==> config.mk <==
export PLATFORM = sky130hd
export DESIGN_NAME = pipe_hazard_ctrl
export DESIGN_NICKNAME = d
export VERILOG_FILES = /design/src/rtl/pipe_ctrl_pkg.sv /design/src/rtl/hazard_detect.sv /design/src/rtl/pipe_hazard_ctrl.sv
export SDC_FILE = /design/constraint.sdc
export NUM_CORES = 1
export LEC_CHECK = 0
export BUFFER_PORTS_ARGS = -buffer_cell sky130_fd_sc_hd__buf_4
export CORE_MARGIN = 4
export CORE_UTILIZATION = 31
export DETAILED_ROUTE_END_ITERATION = 16
export GPL_TIMING_DRIVEN = 0
export PLACE_DENSITY_LB_ADDON = 0.15
export SYNTH_ARGS = -nofsm -noshare
export SYNTH_HDL_FRONTEND = slang
export SYNTH_SLANG_ARGS = --single-unit
export TNS_END_PERCENT = 30
==> constraint.sdc <==
create_clock -name clk -period 2.6 [get_ports clk]
set_clock_uncertainty 0.2 [all_clocks]
set_input_delay 0.13 -clock clk [delete_from_list [all_inputs] [get_ports clk]]
set_output_delay 0.13 -clock clk [all_outputs]
set_load 0.01 [all_outputs]
==> src/rtl/pipe_ctrl_pkg.sv <==
// Shared types and constants for the pipeline hazard/sequencing controller.
package pipe_ctrl_pkg;

    typedef enum logic [1:0] {
        ST_RUN    = 2'd0,
        ST_DRAIN  = 2'd1,
        ST_HALTED = 2'd2
    } state_e;

    localparam logic [3:0] REG_ZERO         = 4'h0;
    localparam int         DRAIN_CYCLES_DEF = 3;
    localparam int         CNT_W_DEF        = 16;

endpackage

==> src/rtl/hazard_detect.sv <==
// Load-use hazard compare between the ID instruction's sources and the load in EX.
module hazard_detect
    import pipe_ctrl_pkg::*;
(
    input  logic [3:0] d_operand1,
    input  logic [3:0] d_operand2,
    input  logic       d_uses_op1,
    input  logic       d_uses_op2,
    input  logic       x_mem_read,
    input  logic [3:0] x_destination,
    output logic       load_use
);

    logic op1_match;
    logic op2_match;

    assign op1_match = d_uses_op1 && (d_operand1 == x_destination);
    assign op2_match = d_uses_op2 && (d_operand2 == x_destination);

    // R0 is hardwired, so a load targeting it can never produce a dependency.
    assign load_use = x_mem_read && (x_destination != REG_ZERO) && (op1_match || op2_match);

endmodule

==> src/rtl/pipe_hazard_ctrl.sv <==
// Stage-register sequencer for the 5-stage pipe: stalls, flushes, HLT drain
// and saturating stall/flush performance counters.
module pipe_hazard_ctrl
    import pipe_ctrl_pkg::*;
#(
    parameter int DRAIN_CYCLES = DRAIN_CYCLES_DEF,
    parameter int CNT_W        = CNT_W_DEF
) (
    input  logic             clk,
    input  logic             rst,
    input  logic [3:0]       D_Operand1,
    input  logic [3:0]       D_Operand2,
    input  logic             D_uses_op1,
    input  logic             D_uses_op2,
    input  logic             D_branch_taken,
    input  logic             D_hlt,
    input  logic             X_MemRead,
    input  logic [3:0]       X_Destination,
    input  logic             imem_stall,
    input  logic             dmem_stall,
    output logic             pc_wen,
    output logic             fd_wen,
    output logic             fd_flush,
    output logic             dx_wen,
    output logic             dx_flush,
    output logic             xm_wen,
    output logic             mw_wen,
    output logic             halted,
    output logic [CNT_W-1:0] stall_cnt,
    output logic [CNT_W-1:0] flush_cnt
);

    localparam int DW = (DRAIN_CYCLES < 2) ? 1 : $clog2(DRAIN_CYCLES + 1);

    function automatic logic [CNT_W-1:0] sat_inc(input logic [CNT_W-1:0] v);
        return (&v) ? v : v + CNT_W'(1);
    endfunction

    state_e           state_q, state_d;
    logic [DW-1:0]    drain_q, drain_d;
    logic [CNT_W-1:0] stall_cnt_q, stall_cnt_d;
    logic [CNT_W-1:0] flush_cnt_q, flush_cnt_d;
    logic             load_use;

    hazard_detect u_hazard_detect (
        .d_operand1    (D_Operand1),
        .d_operand2    (D_Operand2),
        .d_uses_op1    (D_uses_op1),
        .d_uses_op2    (D_uses_op2),
        .x_mem_read    (X_MemRead),
        .x_destination (X_Destination),
        .load_use      (load_use)
    );

    always_comb begin
        pc_wen      = 1'b1;
        fd_wen      = 1'b1;
        fd_flush    = 1'b0;
        dx_wen      = 1'b1;
        dx_flush    = 1'b0;
        xm_wen      = 1'b1;
        mw_wen      = 1'b1;
        halted      = 1'b0;
        state_d     = state_q;
        drain_d     = drain_q;
        stall_cnt_d = stall_cnt_q;
        flush_cnt_d = flush_cnt_q;

        case (state_q)
            ST_RUN: begin
                if (dmem_stall) begin
                    pc_wen = 1'b0;
                    fd_wen = 1'b0;
                    dx_wen = 1'b0;
                    xm_wen = 1'b0;
                    mw_wen = 1'b0;
                end else if (load_use) begin
                    // Hold PC and IF/ID; the bubble lets the load reach MEM for forwarding.
                    pc_wen   = 1'b0;
                    fd_wen   = 1'b0;
                    dx_flush = 1'b1;
                end else if (D_branch_taken) begin
                    fd_flush = 1'b1;
                end else if (imem_stall) begin
                    pc_wen   = 1'b0;
                    fd_flush = 1'b1;
                end else if (D_hlt) begin
                    pc_wen  = 1'b0;
                    fd_wen  = 1'b0;
                    state_d = (DRAIN_CYCLES == 0) ? ST_HALTED : ST_DRAIN;
                    drain_d = DW'(DRAIN_CYCLES);
                end
            end
            ST_DRAIN: begin
                pc_wen = 1'b0;
                fd_wen = 1'b0;
                if (dmem_stall) begin
                    dx_wen = 1'b0;
                    xm_wen = 1'b0;
                    mw_wen = 1'b0;
                end else begin
                    dx_flush = 1'b1;
                    drain_d  = drain_q - DW'(1);
                    if (drain_q == DW'(1)) begin
                        state_d = ST_HALTED;
                    end
                end
            end
            ST_HALTED: begin
                pc_wen = 1'b0;
                fd_wen = 1'b0;
                dx_wen = 1'b0;
                xm_wen = 1'b0;
                mw_wen = 1'b0;
                halted = 1'b1;
            end
            default: begin
                state_d = ST_RUN;
            end
        endcase

        // Counters only track RUN-state behaviour; fd_flush is never set outside RUN.
        if (state_q == ST_RUN && !pc_wen) begin
            stall_cnt_d = sat_inc(stall_cnt_q);
        end
        if (fd_flush) begin
            flush_cnt_d = sat_inc(flush_cnt_q);
        end
    end

    always_ff @(posedge clk or posedge rst) begin
        if (rst) begin
            state_q     <= ST_RUN;
            drain_q     <= '0;
            stall_cnt_q <= '0;
            flush_cnt_q <= '0;
        end else begin
            state_q     <= state_d;
            drain_q     <= drain_d;
            stall_cnt_q <= stall_cnt_d;
            flush_cnt_q <= flush_cnt_d;
        end
    end

    assign stall_cnt = stall_cnt_q;
    assign flush_cnt = flush_cnt_q;

endmodule

==> impl_metrics.tcl <==
set metrics [dict create \
    cp.required_ns 2.27 \
    place.gp.congestion 0.7195 \
    final_cells 347 \
    p_leak_nw 1.250 \
    antenna_found_initial 0 \
    yosysSeqAreaShare 0.4291 \
    clk_pin_slew_ns 0.08 \
    ios 61 \
    totalWireLength_um 4760 \
    setup_viol 0 \
    rows 29 \
    yosys_warnings 0 \
    fmax_mhz 395.5 \
    finalMaxSlewViolations 0 \
    cp.arrival_ns 2.20 \
    antennaDiodeCount 0 \
    rsz0062_at_grt "true" \
    synth_simple_gate_area_frac 0.2658 \
    cp_max_fo 10 \
    r2r_slack_ns 0.18 \
    critPathKind "flop to output port" \
    io_buffers 59 \
    postLayoutCoreUtil 0.4241 \
    syn_inst 202 \
    first_pass_iters 5 \
    dp_cells 338 \
    ant_nets 0 \
    p_total_mw 1.076 \
    start_util 0.3251 \
    netlist_area_sq_um 2100 \
    slowest_delay_ns 0.40 \
    min_path_cells 4 \
    status "finished, final reports clean" \
    synth.avg_cell_area_sq_um 10.39 \
    drive_gt1_frac 0.3222 \
    muxShareOfSynthArea 0.04291 \
    clock_sinks 36 \
    r2r_cells 8 \
    overflow 0 \
    min_path_type "input pin to flop" \
    multi_input_area_sq_um 1127 \
    critPathMostFrequentCell "clkbuf_1" \
    ctsLongestPathBuffers 2 \
    cts_buffers 5 \
    drt_iter0_drc 43 \
    hold_viol 0 \
    slew_headroom 0.4521 \
    synth_top_family_by_area "simple AND/OR/NAND/NOR gates" \
    clock_latency_ns 0.28 \
    critPathSlowestCell "dfrtp_1" \
    seq_area_sq_um 900.9 \
    tns_ns 0 \
    via_per_inst 5.017 \
    min_period_ns 2.529 \
    max-cap-violations 0 \
    synth_fa_ha_area_frac 0.03576 \
    grt_pass1_vias 1692 \
    coreArea_sq_um 6459 \
    htreeDepth 2 \
    track_usage 0.1205 \
    stdcell_area_sq_um 2739 \
    ir_drop_uv 158.8 \
    drc 0 \
    synthToLayoutAreaGrowth_pct 30.45 \
    synth_cell_types 40 \
    synth.net_count 229 \
    period_share 0.9726 \
    p_per_area_nw_per_um2 392.9 \
    fillers 657 \
    synth-compound-area-share 0.03993 \
    startpoint_type "flop" \
    die_h_um 90.30 \
    dr_total_vias 1741 \
    wl_per_cell_um 13.72 \
    root_buffer "clkbuf_8" \
    place_hpwl_um 3587 \
    die_width_um 90.30 \
    dieArea_sq_um 8153 \
    cts_tree "built" \
    post_dp_cell_area_sq_um 2639 \
    worst_slew_pin_slew_ns 0.8206 \
    cp_cell_sequence "inv_1 -> ha_1 -> clkbuf_1 -> clkbuf_1 -> nand2_1 -> o32ai_1 -> buf_4" \
    fin_nets 297 \
    end_kind "output port" \
    grt_pass1_wl_um 8224 \
    synthXorXnorAreaFrac 0.1502 \
    grt_max_degree 37 \
    synth_seq_cells 36 \
]
## worst max-delay path: cells and delay by family, from the launching register on
kind | cells | cell delay (ns)
DFF | 1 | 0.40
AOI/OAI and AO/OA | 1 | 0.26
and+or+nand+nor | 1 | 0.10
buffers and inverters | 4 | 1.00
adders and majority gates | 1 | 0.16
## what timing repair did
action,CTS,global route
endpoints found under the hold margin,36,0
buffers inserted,1,0
gates resized for setup,0,1
setup endpoints to repair,1,3
pin swaps,1,0
hold buffers,1,0
## Yosys cell counts (all sizes together)
cell type,instances,area share
dfrtp,36,0.43
xnor2,21,0.088
nand4,16,0.048
xor2,15,0.063
nand3,13,0.036
nand2,12,0.021
and3,11,0.033
nor2,11,0.020
inv,7,0.013
nor4,7,0.052
ha,6,0.036
nor3,6,0.014
buf,5,0.015
clkbuf,5,0.0089
mux2,5,0.029
a21oi,4,0.0095
mux2i,3,0.014
nand2b,2,0.0060
nand4b,2,0.0083
o21ai,2,0.0048
or3,2,0.0083
a211o,1,0.0042
a211oi,1,0.0036
a21boi,1,0.0036
nand3b,1,0.0036
nor3b,1,0.0036
o22a,1,0.0048
o32ai,1,0.0042
o41a,1,0.0054
or2,1,0.0030
or3b,1,0.0054
or4,1,0.0036
## where the power goes
part           internal (mW)  switching [mW]
clock network          0.182           0.194
logic                 0.0555          0.0602
registers              0.571          0.0129
## routing by layer
metal,GRT usage,vias up,share of wire
met5,0,-,0
met4,0.03444,0,0.0061
met3,0.03917,2,0.064
met2,0.1823,51,0.45
met1,0.1647,842,0.47
li1,-,846,-
## area by class of cell
type	count	share of cell area
buffer	10	0.01827
clock buffer	6	0.02650
clock inverter	1	0.001827
inverter	7	0.009593
multi-input combinational	149	0.4116
sequential	36	0.3289
tap	77	0.03518
timing repair buffer	61	0.1681
## placed cells by master, fill, tap and decap left out, types with 3 or more instances in the layout
cell	count
buf_4	63
dfrtp_1	36
xnor2_1	21
nand4_1	16
xor2_1	15
nand2_1	12
nor2_1	11
and3_1	11
nand3_1	11
clkbuf_1	6
inv_1	6
ha_1	6
nor3_1	5
clkbuf_8	5
a21oi_1	4
nor4_4	4
mux2i_1	3
mux2_2	3
## final timing paths
kind,from,to
worst max-delay path,state_q[0]$_DFFE_PP0P_,fd_wen
worst min-delay path,D_hlt,state_q[0]$_DFFE_PP0P_
worst max register to register,state_q[0]$_DFFE_PP0P_,flush_cnt[1]$_DFFE_PP0P_
worst min register to register,stall_cnt[4]$_DFFE_PP0P_,stall_cnt[4]$_DFFE_PP0P_
max in group asynchronous,rst,stall_cnt[12]$_DFFE_PP0P_
min in group asynchronous,rst,flush_cnt[4]$_DFFE_PP0P_
## sequential cells by signal, indices dropped and copies added (netlist names)
name / cells
stall_cnt: 16
drain_q: 2
state_q: 2
flush_cnt: 16
## stage by stage
step	hold WS, ns	setup WS, ns
CTS	0.07849	0.01424
detailed placement	0.1504	0.03027
floorplan	0.09700	0.3166
global route	0.1159	-0.08189
global placement	0.2775	0.04828
finish	0.08687	0.07131
## cell families after synthesis
kind of cell | Yosys count
and+or+nand+nor | 87
AOI/OAI and AO/OA | 12
buffers and inverters | 17
DFF | 36
muxes | 8
adders and majority gates | 6
xor gates and xnor gates | 36
Note: power is estimated with default switching activity, not from simulation.
